--- src/rtl/cpu_pkg.sv ---
// Shared CPU pipeline definitions: forward-select codes, pipeline tag layout
// and the writer predicate used by the forwarding logic.
package cpu_pkg;

  // Width of the rd field stored in a pipeline tag (register-index width).
  localparam int TAG_RD_W = 5;

  // Forward-select codes driven to the EX-stage operand muxes.
  localparam logic [1:0] FW_REG = 2'b00;  // register-file data
  localparam logic [1:0] FW_WB  = 2'b01;  // MEM/WB write-back result
  localparam logic [1:0] FW_EX  = 2'b10;  // EX/MEM ALU result

  // Destination tag carried alongside an instruction through the pipeline.
  typedef struct packed {
    logic                valid;
    logic [TAG_RD_W-1:0] rd;
    logic                regwrite;
    logic                memread;
  } pipe_tag_t;

  // Tag of an injected bubble: nothing valid, nothing written.
  localparam pipe_tag_t BUBBLE_TAG = '{valid: 1'b0, rd: '0, regwrite: 1'b0, memread: 1'b0};

  // A tag is a forwarding source only if it is a real instruction that writes
  // a register other than $0 ($0 is hardwired to zero).
  function automatic logic is_writer(input pipe_tag_t tag);
    return tag.valid && tag.regwrite && (tag.rd != '0);
  endfunction

endpackage

--- src/rtl/fwd_match.sv ---
// Forward-select resolver for one EX operand. Looks at the tag that will sit
// in EX/MEM and the tag that will sit in MEM/WB after the next edge and picks
// the youngest producer of the source register.
module fwd_match
  import cpu_pkg::*;
#(
  parameter int REG_W = 5
) (
  input  logic [REG_W-1:0] src_i,
  input  logic             use_i,
  input  pipe_tag_t        ex_tag_i,
  input  pipe_tag_t        mem_tag_i,
  output logic [1:0]       sel_o
);

  logic ex_hit;
  logic mem_hit;

  // A stage hits when it is a genuine writer of the register this operand reads.
  always_comb begin
    ex_hit  = use_i && is_writer(ex_tag_i)  && (ex_tag_i.rd  == src_i);
    mem_hit = use_i && is_writer(mem_tag_i) && (mem_tag_i.rd == src_i);
  end

  // The younger producer (EX/MEM) wins over the older one (MEM/WB); 11 never appears.
  always_comb begin
    sel_o = FW_REG;
    if (ex_hit) begin
      sel_o = FW_EX;
    end else if (mem_hit) begin
      sel_o = FW_WB;
    end
  end

endmodule

--- src/rtl/forward_ctrl.sv ---
// Forwarding and load-use hazard controller for the 5-stage pipeline.
// Keeps destination tags for ID/EX and EX/MEM, registers the EX-stage operand
// forward selects one cycle ahead, and raises a combinational load-use stall.
//
// The MEM/WB tag is not kept: the register file is write-before-read, so an
// instruction leaving MEM/WB never needs forwarding to the instruction that
// is in ID at that moment, and the forward selects are computed from the
// tags as they will be after the edge (T_EX -> EX/MEM, T_MEM -> MEM/WB).
module forward_ctrl
  import cpu_pkg::*;
#(
  parameter int REG_W = 5
) (
  input  logic             clk_i,
  input  logic             rst_i,
  input  logic [REG_W-1:0] id_rs_i,
  input  logic [REG_W-1:0] id_rt_i,
  input  logic [REG_W-1:0] id_rd_i,
  input  logic             id_use_rs_i,
  input  logic             id_use_rt_i,
  input  logic             id_regwrite_i,
  input  logic             id_memread_i,
  input  logic             flush_i,
  input  logic             hold_i,
  output logic [1:0]       fw_a_o,
  output logic [1:0]       fw_b_o,
  output logic             stall_o
);

  pipe_tag_t  t_ex_reg;
  pipe_tag_t  t_mem_reg;
  pipe_tag_t  t_ex_next;
  pipe_tag_t  id_tag;
  logic [1:0] fw_a_reg;
  logic [1:0] fw_b_reg;
  logic [1:0] sel_a;
  logic [1:0] sel_b;
  logic       load_use;
  logic       insert_bubble;

  // Pack the ID-stage instruction into a tag as it would enter ID/EX.
  always_comb begin
    id_tag          = BUBBLE_TAG;
    id_tag.valid    = 1'b1;
    id_tag.rd       = id_rd_i;
    id_tag.regwrite = id_regwrite_i;
    id_tag.memread  = id_memread_i;
  end

  // Load-use: the load in EX cannot forward in time to the reader in ID.
  // A frozen pipeline never stalls, since nothing would advance anyway.
  always_comb begin
    load_use = is_writer(t_ex_reg) && t_ex_reg.memread &&
               ((id_use_rs_i && (id_rs_i == t_ex_reg.rd)) ||
                (id_use_rt_i && (id_rt_i == t_ex_reg.rd)));
    stall_o  = load_use && !hold_i;
  end

  // A stall and a flush both squash the ID slot; together they still give one bubble.
  always_comb begin
    insert_bubble = stall_o || flush_i;
    t_ex_next     = insert_bubble ? BUBBLE_TAG : id_tag;
  end

  fwd_match #(
    .REG_W(REG_W)
  ) u_match_a (
    .src_i    (id_rs_i),
    .use_i    (id_use_rs_i),
    .ex_tag_i (t_ex_reg),
    .mem_tag_i(t_mem_reg),
    .sel_o    (sel_a)
  );

  fwd_match #(
    .REG_W(REG_W)
  ) u_match_b (
    .src_i    (id_rt_i),
    .use_i    (id_use_rt_i),
    .ex_tag_i (t_ex_reg),
    .mem_tag_i(t_mem_reg),
    .sel_o    (sel_b)
  );

  // Advance tag registers and forward selects together with the ID/EX register.
  always_ff @(posedge clk_i) begin
    if (rst_i) begin
      t_ex_reg  <= BUBBLE_TAG;
      t_mem_reg <= BUBBLE_TAG;
      fw_a_reg  <= FW_REG;
      fw_b_reg  <= FW_REG;
    end else if (!hold_i) begin
      t_mem_reg <= t_ex_reg;
      t_ex_reg  <= t_ex_next;
      fw_a_reg  <= insert_bubble ? FW_REG : sel_a;
      fw_b_reg  <= insert_bubble ? FW_REG : sel_b;
    end
  end

  assign fw_a_o = fw_a_reg;
  assign fw_b_o = fw_b_reg;

endmodule

--- config.mk ---
export PLATFORM = sky130hd
export DESIGN_NAME = forward_ctrl
export DESIGN_NICKNAME = d
export VERILOG_FILES = /design/src/rtl/cpu_pkg.sv /design/src/rtl/fwd_match.sv /design/src/rtl/forward_ctrl.sv
export SDC_FILE = /design/constraint.sdc
export NUM_CORES = 1
export LEC_CHECK = 0
export ABC_AREA = 1
export BUFFER_PORTS_ARGS = -buffer_cell sky130_fd_sc_hd__buf_2
export CAP_MARGIN = 20
export CORE_MARGIN = 3
export CORE_UTILIZATION = 58
export DETAILED_ROUTE_END_ITERATION = 7
export GPL_ROUTABILITY_DRIVEN = 0
export GPL_TIMING_DRIVEN = 0
export PLACE_DENSITY = 0.83
export SLEW_MARGIN = 20
export SYNTH_ARGS = -nofsm -noshare
export SYNTH_HDL_FRONTEND = slang
export SYNTH_HIERARCHICAL = 1
export SYNTH_SLANG_ARGS = --single-unit
--- constraint.sdc ---
create_clock -name clk_i -period 2 [get_ports clk_i]
set_input_delay 0.3 -clock clk_i [delete_from_list [all_inputs] [get_ports clk_i]]
set_output_delay 0.3 -clock clk_i [all_outputs]
set_load 0.005 [all_outputs]
After elaboration in Yosys (flattened, before gate mapping)
Index checks and enable logic that the tools add are counted.

Bits in registers: 19. Input port bits: 23. Output and inout port bits: 5. Word-level logic and storage cells: 44.

Eq/ne operators: 6. Mux-type cells: 7. Reductions and logical operators: 22.

Operators with widths (count): == test 5 bit (6); logical AND 1 bit (17); nonzero test 5 bit (2); 2-to-1 mux 2 bit (4); 2-to-1 mux 8 bit (1); logical OR 1 bit (2); 2-to-1 mux 1 bit (2); logical NOT 1 bit (1).

Depth between registers and ports, before layout
Depth in word-level cells: 7. Mapped depth: 10. Gate-level depth less buffers: 9.

Cells and area by module
The synthesis kept the hierarchy.

By module, submodules not included: forward_ctrl (times used 1, cells an instance 143, area an instance 1021.0 sq um, sequential area each 400.4 sq um); fwd_match (times used 2, cells an instance 58, area an instance 239.0 sq um, sequential area each 0.0 sq um).

Least setup slack after synthesis
OpenSTA, ideal clock, no wires.

Kind: register to output. Start point: reg t_ex_reg[5] in the netlist's numbering. End point: out stall_o. Arrival: 1.110 ns. Required time: 1.700 ns. Setup slack: 0.590 ns. Cell stages (with the launch flop): 10. Buffers on the path: 1. Cell sequence: dfxtp_1 > inv_2 > nand2_1 > nand2_1 > nor2_2 > nand3_1 > nand2_1 > nand2_2 > buf_8 > inv_1.

Word-level cells in the longest chain between the ends: 5. Elaborated cells between the ends (all ways): 10. Those cells by class: 2 x eq/ne; 8 x reduce/logical.

Ends and longest elaborated chain: start, declared (RTL line forward_ctrl.sv:30) `pipe_tag_t t_ex_reg;`; start signal, assigned (RTL line forward_ctrl.sv:94) `t_ex_reg <= t_ex_next;`; == test 5 bit (tied with other cells) (RTL line forward_ctrl.sv:54) `((id_use_rs_i && (id_rs_i == t_ex_reg.rd)) ||`; logical AND 1 bit, on equally long branches (RTL line forward_ctrl.sv:54, forward_ctrl.sv:55, cpu_pkg.sv:27); logical OR 1 bit / logical AND 1 bit (equally long branches) (RTL line forward_ctrl.sv:54, forward_ctrl.sv:53); logical AND 1 bit (*) (RTL line forward_ctrl.sv:53) `load_use = is_writer(t_ex_reg) && t_ex_reg.memread &&`; logical AND 1 bit (*) (RTL line forward_ctrl.sv:56) `stall_o = load_use && !hold_i;`; end, declared (RTL line forward_ctrl.sv:27) `output logic stall_o`.

Every way passes the cells marked *; elsewhere a longest branch is shown, timed or not.

Worst setup path in the final report
Start point: reg t_ex_reg[4] in the netlist's numbering. End point: out stall_o.

The elaborated chain is that of the path after synthesis.

==> summary.txt <==
Run status
  – Status: completed

Critical path
  – Setup CP Type: reg -> out
  – R2R Setup Slk: 620 ps
  – CP max FO: 10
  – CP arrival: 1570 ps
  – Crit path capture type: output port
  – Worst path required time: 1700 ps
  – Startpoint Class: flop

Power
  – Worst IR Drop VDD: 0.4598 mV
  – Total power: 0.7742 mW
  – Power per cell area: 456.6 nW/µm²
  – LEAKAGE: 0.8604 nW

STA
  – RSZ-0062 raised after global routing: false
  – Final clock skew: 3.431 ps
  – Final WS setup: 131.3 ps
  – Fin crit period: 1869 ps
  – Max frequency: 535.1 MHz
  – Slew margin rel.: 57.03%
  – Final Setup Violations: 0
  – Final TNS setup: 0 ps
  – Least-Margin Pin Slew: 644.5 ps
  – Slew Limit Fails: 0
  – Tcrit/Tclk final: 93.43%
  – Final Hold Fails: 0

Clock tree
  – Worst skew pair latency: 280 ps
  – H-tree levels: 1
  – CTS max path bufs: 2
  – Num CTS Buffers: 3
  – Clock Pin Slew Worst Setup and Hold Paths: 100 ps
  – CTS root buf: clkbuf_4
  – Cts hold-fix bufs: 0
  – CTS tree: yes
  – Clock sink count: 19

Global routing
  – Largest net degree at the start of global routing: 11
  – Initial antenna violation count: 0
  – GRT overflow: 0
  – GRT Overall Usage: 23.42%
  – Vias in the first global route: 1395
  – First-pass GRT wire length: 6099 µm

Final layout
  – Layout area overhead: 15.32%
  – Largest register FFs: 8
  – Ant diodes: 0
  – Filler cells: 201
  – Share of layout cells above drive strength 1: 24.65%
  – Core Util, Final: 73.80%
  – Nets@finish: 312

Synth
  – Post-Syn Instances: 256
  – Yosys warns: 6
  – Net Count, Synth: 279
  – Post-Syn Area: 1470 µm²
  – Syn avg cell area: 5.743 µm²

Detailed routing
  – Vias/cell: 5.003
  – Antenna Nets Post-Route: 0
  – Wire length per cell: 11.18 µm
  – Final WL: 3533 µm
  – Vias: 1581
  – Initial DRC Count: 127
  – Initial DRT Pass Iterations: 4
  – Drt drc: 0

Placed design
  – IO buf count: 26
  – DP Worst Slack: 253.7 ps
  – Dpl hpwl: 2758 µm

Floorplan
  – Starting Density: 64.00%
  – Area of the core: 2297 µm²
  – Die Width: 56.35 µm
  – Top Ports: 28
  – Die height: 56.35 µm
  – Core Rows: 17
  – Area of the die: 3175 µm²

Hold path
  – Type of the worst min-delay path: in -> reg

Job
  – Max-Cap Viols: 0
## cell usage in the layout (no fill, tap or decap), drive strengths merged
| cell | count |
|---|---|
| nand3 | 25 |
| inv | 45 |
| buf | 34 |
| nor2 | 38 |
| clkbuf | 6 |
| o21ai | 10 |
| nand2 | 89 |
| a21oi | 19 |
| xor2 | 2 |
| dfxtp | 19 |
| nand4 | 1 |
## worst max-delay path, cell delays in order (launching register included)
cell and delay [ps]:
dfxtp_4 420, inv_2 70, nand2_1 60, nand2_1 40, nor2_1 90, nand3_1 80
nand2_1 100, nand2_2 100, buf_8 170, inv_1 50, buf_2 100
## report_power, final
group          leakage [nW]  switching [mW]  internal (mW)  total (mW)
clock network        0.0150           0.108         0.0774       0.186
registers             0.159          0.0246          0.389       0.414
logic                 0.686           0.104         0.0709       0.175
total                 0.860           0.237          0.537       0.774
## routing by layer
| metal | track usage (%) | wire length [µm] |
|---|---|---|
| met5 | 0 | 0 |
| met4 | 5.763 | 16 |
| met3 | 1.379 | 122 |
| met2 | 41.57 | 1722 |
| met1 | 30.69 | 1672 |
## final timing paths
path                    start     endpoint  depth (start not counted)
setup / recovery  t_ex_reg[4]      stall_o                         10
hold / removal          rst_i    fw_b_o[1]                          2
setup reg to reg  t_ex_reg[4]  t_ex_reg[3]                         10
hold reg to reg     fw_b_o[1]    fw_b_o[1]                          2
## area by class of cell
class | count | area (µm²) | share of cell area [%]
Buffer | 8 | 61.31 | 3.616
Clock buffer | 4 | 26.28 | 1.550
Tap cell | 28 | 35.03 | 2.066
Multi-Input combinational cell | 184 | 859.6 | 50.70
Timing Repair Buffer | 28 | 145.1 | 8.561
Sequential cell | 19 | 399.1 | 23.54
Inverter | 45 | 168.9 | 9.963
## repair_timing
action,CTS,global route
setup endpoints to repair,1,1
gates cloned,0,0
resized for setup,4,6
setup buffers,0,2
hold endpoints to repair,0,0
## metrics by stage
step | instances | hold slack [ps] | cell area (µm²)
6_report | 316 | 200.9 | 1695
5_1_grt | 316 | 208.0 | 1695
4_1_cts | 314 | 201.1 | 1667
3_5_place_dp | 310 | 453.0 | 1635
3_3_place_gp | 310 | 446.6 | 1635
2_1_floorplan | 256 | 369.1 | 1470
(Power assumes the default switching activity.)
